`config.mk`:
```
export PLATFORM = sky130hd
export DESIGN_NAME = pipe_hazard_ctrl
export DESIGN_NICKNAME = d
export VERILOG_FILES = /design/src/rtl/pipe_hazard_ctrl_pkg.sv /design/src/rtl/pipe_hazard_ctrl_div_timer.sv /design/src/rtl/pipe_hazard_ctrl.sv
export SDC_FILE = /design/constraint.sdc
export NUM_CORES = 1
export LEC_CHECK = 0
export ABC_CLOCK_PERIOD_IN_PS = 4150
export BUFFER_PORTS_ARGS = -buffer_cell sky130_fd_sc_hd__clkbuf_2
export CAP_MARGIN = 20
export CORE_MARGIN = 4
export CORE_UTILIZATION = 45
export CTS_CLUSTER_DIAMETER = 40
export CTS_CLUSTER_SIZE = 24
export DETAILED_ROUTE_END_ITERATION = 8
export PLACE_DENSITY_LB_ADDON = 0.2
export SLEW_MARGIN = 5
export SYNTH_ARGS = -nofsm -noshare
export SYNTH_HDL_FRONTEND = slang
export SYNTH_SLANG_ARGS = --single-unit
```
`constraint.sdc`:
```
create_clock -name i_clk -period 4.15 [get_ports i_clk]
set_clock_uncertainty 0.15 [all_clocks]
set_input_delay 0.83 -clock i_clk [delete_from_list [all_inputs] [get_ports i_clk]]
set_output_delay 0.83 -clock i_clk [all_outputs]
set_load 0.02 [all_outputs]
```
`src/rtl/pipe_hazard_ctrl_pkg.sv`:
```
// pipe_hazard_ctrl_pkg: shared types for the pipeline hazard controller
// Contents:
//   REG_AW      - register-file address width
//   phc_state_e - controller state (RUN / DIV_WAIT)
//   ctl_t       - bundle of PC load plus per-stage load/clear pins
//                 (bit 3 = IF/ID, 2 = ID/EX, 1 = EX/MEM, 0 = MEM/WB)
//   CTL_*       - control patterns for each hazard action
package pipe_hazard_ctrl_pkg;
    localparam int REG_AW = 5;

    typedef enum logic {PHC_RUN, PHC_DIV_WAIT} phc_state_e;

    typedef struct packed {
        logic       pc_load;
        logic [3:0] load;
        logic [3:0] clr;
    } ctl_t;

    // A cleared stage always has its load low, since clear wins at the register
    localparam ctl_t CTL_RUN      = '{1'b1, 4'b1111, 4'b0000};
    localparam ctl_t CTL_RESET    = '{1'b0, 4'b0000, 4'b1111};
    localparam ctl_t CTL_TRAP     = '{1'b1, 4'b0000, 4'b1111};
    localparam ctl_t CTL_MSTALL   = '{1'b0, 4'b0000, 4'b0001};
    localparam ctl_t CTL_DIV_HOLD = '{1'b0, 4'b0001, 4'b0010};
    localparam ctl_t CTL_BRANCH   = '{1'b1, 4'b0011, 4'b1100};
    localparam ctl_t CTL_LUH      = '{1'b0, 4'b0011, 4'b0100};
endpackage

```
`src/rtl/pipe_hazard_ctrl_div_timer.sv`:
```
// pipe_div_timer: loadable down-counter timing the divider's occupancy of EX
// Ports:
//   i_clk, i_rst - clock, synchronous active-high reset (clears count)
//   i_load       - load i_load_val (has priority over i_dec)
//   i_load_val   - value to load
//   i_dec        - decrement; saturates at zero
//   o_zero       - count is zero
module pipe_div_timer #(
    parameter int CNT_W = 6
) (
    input  logic             i_clk,
    input  logic             i_rst,
    input  logic             i_load,
    input  logic [CNT_W-1:0] i_load_val,
    input  logic             i_dec,
    output logic             o_zero
);
    logic [CNT_W-1:0] r_cnt;

    always_ff @(posedge i_clk) begin
        if (i_rst)
            r_cnt <= '0;
        else if (i_load)
            r_cnt <= i_load_val;
        else if (i_dec && r_cnt != '0)
            r_cnt <= r_cnt - 1'b1;
    end

    assign o_zero = r_cnt == '0;
endmodule

```
`src/rtl/pipe_hazard_ctrl.sv`:
```
// pipe_hazard_ctrl: hazard and sequencing controller for the 5-stage core
// Ports:
//   i_clk, i_rst                 - clock, synchronous active-high reset
//   i_id_rs{1,2}_addr/_used      - source operands of the ID instruction
//   i_ex_is_load, i_ex_rd_addr   - EX instruction is a load, and its destination
//   i_ex_div_start               - EX instruction issues a divide
//   i_ex_branch_taken            - EX instruction redirects the PC
//   i_mem_req, i_mem_ack         - MEM bus request / acknowledge
//   i_trap_req                   - trap taken at MEM/WB
//   o_pc_load                    - update the PC
//   o_*_load, o_*_clr            - advance / bubble each inter-stage register
//   o_div_busy, o_div_kill       - divide wait in progress / abort divider
module pipe_hazard_ctrl
    import pipe_hazard_ctrl_pkg::*;
#(
    parameter int DIV_LATENCY = 33,
    parameter int CNT_W       = 6
) (
    input  logic              i_clk,
    input  logic              i_rst,
    input  logic [REG_AW-1:0] i_id_rs1_addr,
    input  logic [REG_AW-1:0] i_id_rs2_addr,
    input  logic              i_id_rs1_used,
    input  logic              i_id_rs2_used,
    input  logic              i_ex_is_load,
    input  logic [REG_AW-1:0] i_ex_rd_addr,
    input  logic              i_ex_div_start,
    input  logic              i_ex_branch_taken,
    input  logic              i_mem_req,
    input  logic              i_mem_ack,
    input  logic              i_trap_req,
    output logic              o_pc_load,
    output logic              o_if_id_load,
    output logic              o_id_ex_load,
    output logic              o_ex_mem_load,
    output logic              o_mem_wb_load,
    output logic              o_if_id_clr,
    output logic              o_id_ex_clr,
    output logic              o_ex_mem_clr,
    output logic              o_mem_wb_clr,
    output logic              o_div_busy,
    output logic              o_div_kill
);
    phc_state_e r_state;
    logic       w_luh;
    logic       w_mstall;
    logic       w_div;
    logic       w_zero;
    logic       w_issue;
    ctl_t       w_ctl;

    assign w_luh = i_ex_is_load && i_ex_rd_addr != '0 &&
                   ((i_id_rs1_used && i_id_rs1_addr == i_ex_rd_addr) ||
                    (i_id_rs2_used && i_id_rs2_addr == i_ex_rd_addr));
    assign w_mstall = i_mem_req && !i_mem_ack;
    assign w_div    = r_state == PHC_DIV_WAIT;
    assign w_issue  = !w_div && !w_mstall && !i_trap_req && i_ex_div_start;

    // Issue cycle counts as the first of DIV_LATENCY, and the release cycle
    // sees zero, hence the -2. The counter keeps running through memory
    // stalls because the divider itself is not stalled.
    pipe_div_timer #(.CNT_W(CNT_W)) u_timer (
        .i_clk      (i_clk),
        .i_rst      (i_rst),
        .i_load     (i_trap_req || w_issue),
        .i_load_val (i_trap_req ? '0 : CNT_W'(DIV_LATENCY - 2)),
        .i_dec      (w_div),
        .o_zero     (w_zero)
    );

    always_ff @(posedge i_clk) begin
        if (i_rst || i_trap_req)
            r_state <= PHC_RUN;
        else if (w_issue)
            r_state <= PHC_DIV_WAIT;
        else if (w_div && w_zero && !w_mstall)
            r_state <= PHC_RUN;
    end

    // Priority mux; in DIV_WAIT branch and load-use are ignored, and a
    // finished divide releases with the plain run pattern
    assign w_ctl = i_rst                                   ? CTL_RESET    :
                   i_trap_req                              ? CTL_TRAP     :
                   w_mstall                                ? CTL_MSTALL   :
                   (w_div ? !w_zero : i_ex_div_start)      ? CTL_DIV_HOLD :
                   w_div                                   ? CTL_RUN      :
                   i_ex_branch_taken                       ? CTL_BRANCH   :
                   w_luh                                   ? CTL_LUH      :
                                                             CTL_RUN;

    assign o_pc_load     = w_ctl.pc_load;
    assign o_if_id_load  = w_ctl.load[3];
    assign o_id_ex_load  = w_ctl.load[2];
    assign o_ex_mem_load = w_ctl.load[1];
    assign o_mem_wb_load = w_ctl.load[0];
    assign o_if_id_clr   = w_ctl.clr[3];
    assign o_id_ex_clr   = w_ctl.clr[2];
    assign o_ex_mem_clr  = w_ctl.clr[1];
    assign o_mem_wb_clr  = w_ctl.clr[0];
    assign o_div_busy    = w_div && !i_rst && !i_trap_req;
    assign o_div_kill    = w_div && !i_rst && i_trap_req;
endmodule

```
* Word level (Yosys, flattened, before mapping)
Index checks and enable logic that the tools add are counted.
** Word-level totals
- Bits in registers :: 7
- Latch bits :: 0
- RAM bits :: 0
- ROM bits :: 0
- Bits of input ports :: 25
- Output and inout port bits :: 11
- Memories :: 0
** Operators by class
- Add/sub/neg operators :: 1
- $mul :: 0
- Div/mod/pow operators :: 0
- Order comparisons :: 0
- Equal/unequal tests :: 2
- Shift-type cells :: 0
- Multiplexer cells :: 13
- Bitwise operators :: 0
- Reductions and logical operators :: 28
** Operators with widths (number)
- two-way mux 9 bit :: 7
- logical AND 1 bit :: 14
- two-way mux 6 bit :: 2
- == test 5 bit :: 2
- logical NOT 1 bit :: 6
- logical NOT 6 bit :: 1
- nonzero test 6 bit :: 1
- subtractor 6 x 1 -> 6 bit (second input constant) :: 1
- two-way mux 5 bit :: 1
- nonzero test 5 bit :: 1
- nonzero test 2 bit :: 2
- logical OR 1 bit :: 3
- two-way mux 1 bit :: 3

* Depth between registers and ports, before layout
- Word-level depth :: 11
- Depth in mapped cells :: 6
- Depth with buffers taken out :: 6

* Hierarchy
From an unflattened synthesis, not the netlist that was laid out.
** Unflattened totals
- Cell total of the unflattened synthesis :: 90
- Area, all modules :: 685.7 um^2
** By module, submodules not included
- pipe_div_timer :: times used 1, cells each 42, area an instance 371.6 um^2
- pipe_hazard_ctrl :: times used 1, cells each 48, area an instance 314.1 um^2

* Worst setup path after synthesis
No wires, ideal clock.
- Kind :: in2out
- From :: in i_trap_req
- To :: out o_if_id_load
- Arrival :: 2.376 ns
- Data required time :: 3.170 ns
- Path slack :: 0.794 ns
- Cell stages on the path :: 5
- Buffers on the path :: 1
- Path through :: nor2_1 nand2_1 nor3_1 o21a_1 buf_4
** On the way
- Cells in the longest elaborated chain, start to end :: 2
** RTL lines
- from (decl) :: RTL line pipe_hazard_ctrl.sv:31 : input logic i_trap_req,
- two-way mux 9 bit :: RTL line pipe_hazard_ctrl.sv:83 : i_trap_req ? CTL_TRAP :
- two-way mux 9 bit :: RTL line pipe_hazard_ctrl.sv:82 : assign w_ctl = i_rst ? CTL_RESET :
- to (decl) :: RTL line pipe_hazard_ctrl.sv:33 : output logic o_if_id_load,
No other way between the ends.

* Worst setup path in the final report
- From :: in i_ex_rd_addr[1]
- To :: out o_id_ex_load
** On the way
- Cells in the longest elaborated chain, start to end :: 11
- Elaborated cells on any way between the ends :: 15
- Classes of those cells :: 2 x eq/ne; 7 x mux; 6 x reduce/logical
** RTL lines
- from (decl) :: RTL line pipe_hazard_ctrl.sv:26 : input logic [REG_AW-1:0] i_ex_rd_addr,
- == test 5 bit, on equally long branches :: RTL line pipe_hazard_ctrl.sv:53, pipe_hazard_ctrl.sv:54
- logical AND 1 bit, on equally long branches :: RTL line pipe_hazard_ctrl.sv:53, pipe_hazard_ctrl.sv:54
- logical OR 1 bit :: RTL line pipe_hazard_ctrl.sv:53 : ((i_id_rs1_used && i_id_rs1_addr == i_ex_rd_addr) ||
- logical AND 1 bit * :: RTL line pipe_hazard_ctrl.sv:52 : assign w_luh = i_ex_is_load && i_ex_rd_addr != '0 &&
- two-way mux 9 bit * :: RTL line pipe_hazard_ctrl.sv:88 : w_luh ? CTL_LUH :
- two-way mux 9 bit * :: RTL line pipe_hazard_ctrl.sv:87 : i_ex_branch_taken ? CTL_BRANCH :
- two-way mux 9 bit * :: RTL line pipe_hazard_ctrl.sv:86 : w_div ? CTL_RUN :
- two-way mux 9 bit * :: RTL line pipe_hazard_ctrl.sv:85 : (w_div ? !w_zero : i_ex_div_start) ? CTL_DIV_HOLD :
- two-way mux 9 bit * :: RTL line pipe_hazard_ctrl.sv:84 : w_mstall ? CTL_MSTALL :
- two-way mux 9 bit * :: RTL line pipe_hazard_ctrl.sv:83
- two-way mux 9 bit * :: RTL line pipe_hazard_ctrl.sv:82
- to (decl) :: RTL line pipe_hazard_ctrl.sv:34 : output logic o_id_ex_load,
Every way passes the cells marked *; elsewhere a longest branch is shown, timed or not.

==> impl_metrics.py <==
metrics = {
    "outcome": {
        "status": "finished clean",
    },
    "placed_design": {
        "dp_hpwl_microns": 1250,
        "port_buffers": 35,
        "place_congestion": 0.728,
        "placedCellCount": 126,
    },
    "synthesis": {
        "syn_inst": 79,
        "ys_ff_latch": 7,
        "synth.largest_area_cell": "dfxtp_1",
        "yosysMostFrequentCell": "xnor2_1",
        "synth_top_cell_area_share": 0.227,
        "ys.flop_type": "dfxtp_1",
        "yosysSeqAreaShare": 0.227,
        "yosysWarnings": 0,
        "synth_nets": 106,
        "synth_area_leaders": "dfxtp_1, xnor2_1, a21oi_1, nand2_1, ha_1",
        "synth_common_cells": "xnor2_1, nand2_1, a21oi_1, dfxtp_1, nor2_1",
        "synthesis.area_per_instance_sq_um": 7.82,
        "ys_types": 31,
        "async_flop_share": 0,
        "syn-cell-area_sq_um": 618,
        "synth_edf_count": 0,
    },
    "clock_network": {
        "clock_latency_ns": 0.26,
        "cts_sinks": 7,
        "cts-buffers-inserted": 3,
        "ctsLongestPathBuffers": 2,
        "ctsHoldBuffers": 0,
        "cts_resized": 0,
        "postCtsSetupRepairBufs": 0,
        "clk_pin_slew_ns": 0.05,
        "clock-root-buffer": "clkbuf_4",
        "htreeDepth": 1,
        "cts_tree": "yes",
    },
    "sta": {
        "period_share": 0.769,
        "rsz0062_at_grt": "no",
        "hold_viol_final": 0,
        "relSlewSlack": 0.710,
        "setup_viol": 0,
        "final.setup.tns_ns": 0,
        "fmaxAchievable_mhz": 313,
        "worst_pin_slew_ns": 0.432,
        "slew_viol_final": 0,
        "fin_crit_ns": 3.19,
    },
    "global_routing": {
        "grt.overflow.total": 0,
        "antenna_found_initial": 0,
        "grt_pass1_vias": 639,
        "grt_pass1_wl_microns": 2550,
        "grt_max_degree": 10,
        "grt_util_all_layers": 0.178,
    },
    "drt": {
        "wirelength_microns": 1480,
        "vias_per_cell": 5.12,
        "num_vias": 666,
        "avgRoutedWirePerCell_microns": 11.4,
        "drc": 0,
        "firstDrtPassIters": 4,
        "antenna_left": 0,
        "drtIter0Drc": 5,
    },
    "critical_path": {
        "critPathLaunchType": "input port",
        "critPathTopFamily": "compound AO/OA/AOI/OAI gates",
        "crit_chain": "clkbuf_2 -> or4_1 -> o21a_1 -> a21oi_1 -> o21a_1 -> clkbuf_2",
        "crit_fanout": 3,
        "cp.arrival_ns": 2.21,
        "critPathBufInv": 2,
        "critPathKind": "input port to output port",
        "worst_setup_path_end_kind": "output port",
        "critPathRequiredTime_ns": 3.17,
        "crit_slowest_cell": "or4_1",
        "slowest_delay_ns": 0.54,
    },
    "floorplanning": {
        "rows": 13,
        "core_sq_mm": 0.00130,
        "die_area_sq_mm": 0.00203,
        "die_w_microns": 45.1,
        "die_y_microns": 45.1,
        "io_pins": 36,
        "initial_utilization": 0.475,
    },
    "worst_hold_path": {
        "hold_class": "flip-flop to flip-flop",
    },
    "final_layout": {
        "finalNonFillerCells": 130,
        "area_growth_pct": 31.6,
        "diodes": 0,
        "drive_gt1_frac": 0.365,
        "fin_nets": 143,
    },
    "power_and_ir_drop": {
        "ir_worst_vdd_v": 0.000162,
        "cellLeakagePower_nw": 0.359,
        "power_density_mw_per_mm2": 248,
    },
    "job": {
        "drv_cap": 0,
    },
}
-- area by class of cell --
type                            instances  area (sq um)
Clock buffer                            4          26.3
Fill cell                             134           488
Inverter                                3          11.3
Multi-Input combinational cell         66           442
Sequential cell                         7           140
Tap cell                               15          18.8
Timing Repair Buffer                   35           175
-- state kept, by name (all words and copies together) (netlist names) --
name	count
u_timer.r_cnt	6
r_state	1
-- path summary, 6_finish.rpt --
| check | from | end | slack, ns | cells past startpoint |
|---|---|---|---|---|
| setup / recovery | i_ex_rd_addr[1] | o_id_ex_load | 0.96 | 6 |
| hold / removal | u_timer.r_cnt[4]$_SDFFE_PP0P_ | u_timer.r_cnt[4]$_SDFFE_PP0P_ | 0.38 | 2 |
| setup reg to reg | u_timer.r_cnt[0]$_SDFFE_PP0P_ | u_timer.r_cnt[4]$_SDFFE_PP0P_ | 2.33 | 6 |
| hold reg to reg | u_timer.r_cnt[4]$_SDFFE_PP0P_ | u_timer.r_cnt[4]$_SDFFE_PP0P_ | 0.38 | 2 |
-- worst register-to-register path, delay by kind of cell, from the launching register on --
family          cells  cell delay [ns]
compound gates      2             0.44
simple gates        2             0.48
flops               1             0.36
buf+inv             1             0.08
fa+ha+maj           1             0.24
-- placed cells by master, fill, tap and decap left out, types with 2 or more instances in the layout --
cell       n
clkbuf_2  35
xnor2_1   12
nand2_1    9
a21oi_1    7
dfxtp_1    7
nor2_1     5
inv_1      3
nor3_1     3
nand3_1    3
clkbuf_4   3
nand4_1    2
or4_1      2
o21a_1     2
nor2b_1    2
o21ai_1    2
xor2_1     2
ha_1       2
-- layer usage --
metal | vias to the layer above | share of wire | global-route usage
li1 | 344 | - | -
met1 | 293 | 0.37 | 0.179
met2 | 25 | 0.51 | 0.308
met3 | 4 | 0.11 | 0.0797
met4 | 0 | 0.018 | 0.0877
met5 | - | 0 | 0
-- logic make-up after synthesis --
kind of cell | share of synthesized area
fa+ha+maj | 0.0405
flops | 0.227
xor+xnor | 0.198
compound gates | 0.174
simple gates | 0.302
buf+inv | 0.0587
-- through the flow --
stage | total power, W | instance area (sq um) | utilization | hold slack [ns] | setup slack, ns
after floorplan | 0.000117 | 618 | - | 0.350 | 0.794
after global placement | 0.000139 | 787 | 0.605 | 0.362 | 1.00
after detailed placement | 0.000140 | 787 | 0.605 | 0.377 | 0.952
after CTS | 0.000205 | 813 | 0.625 | 0.384 | 0.946
after global routing | 0.000218 | 813 | 0.625 | 0.405 | 0.847
final | 0.000201 | 813 | 0.625 | 0.382 | 0.959
-- power by group --
part	switching (W)	internal, W
logic	0.0000342	0.0000300
clock network	0.0000259	0.0000367
registers	0.00000415	0.0000705
total	0.0000643	0.000137
Note: power is estimated with default switching activity, not from simulation.
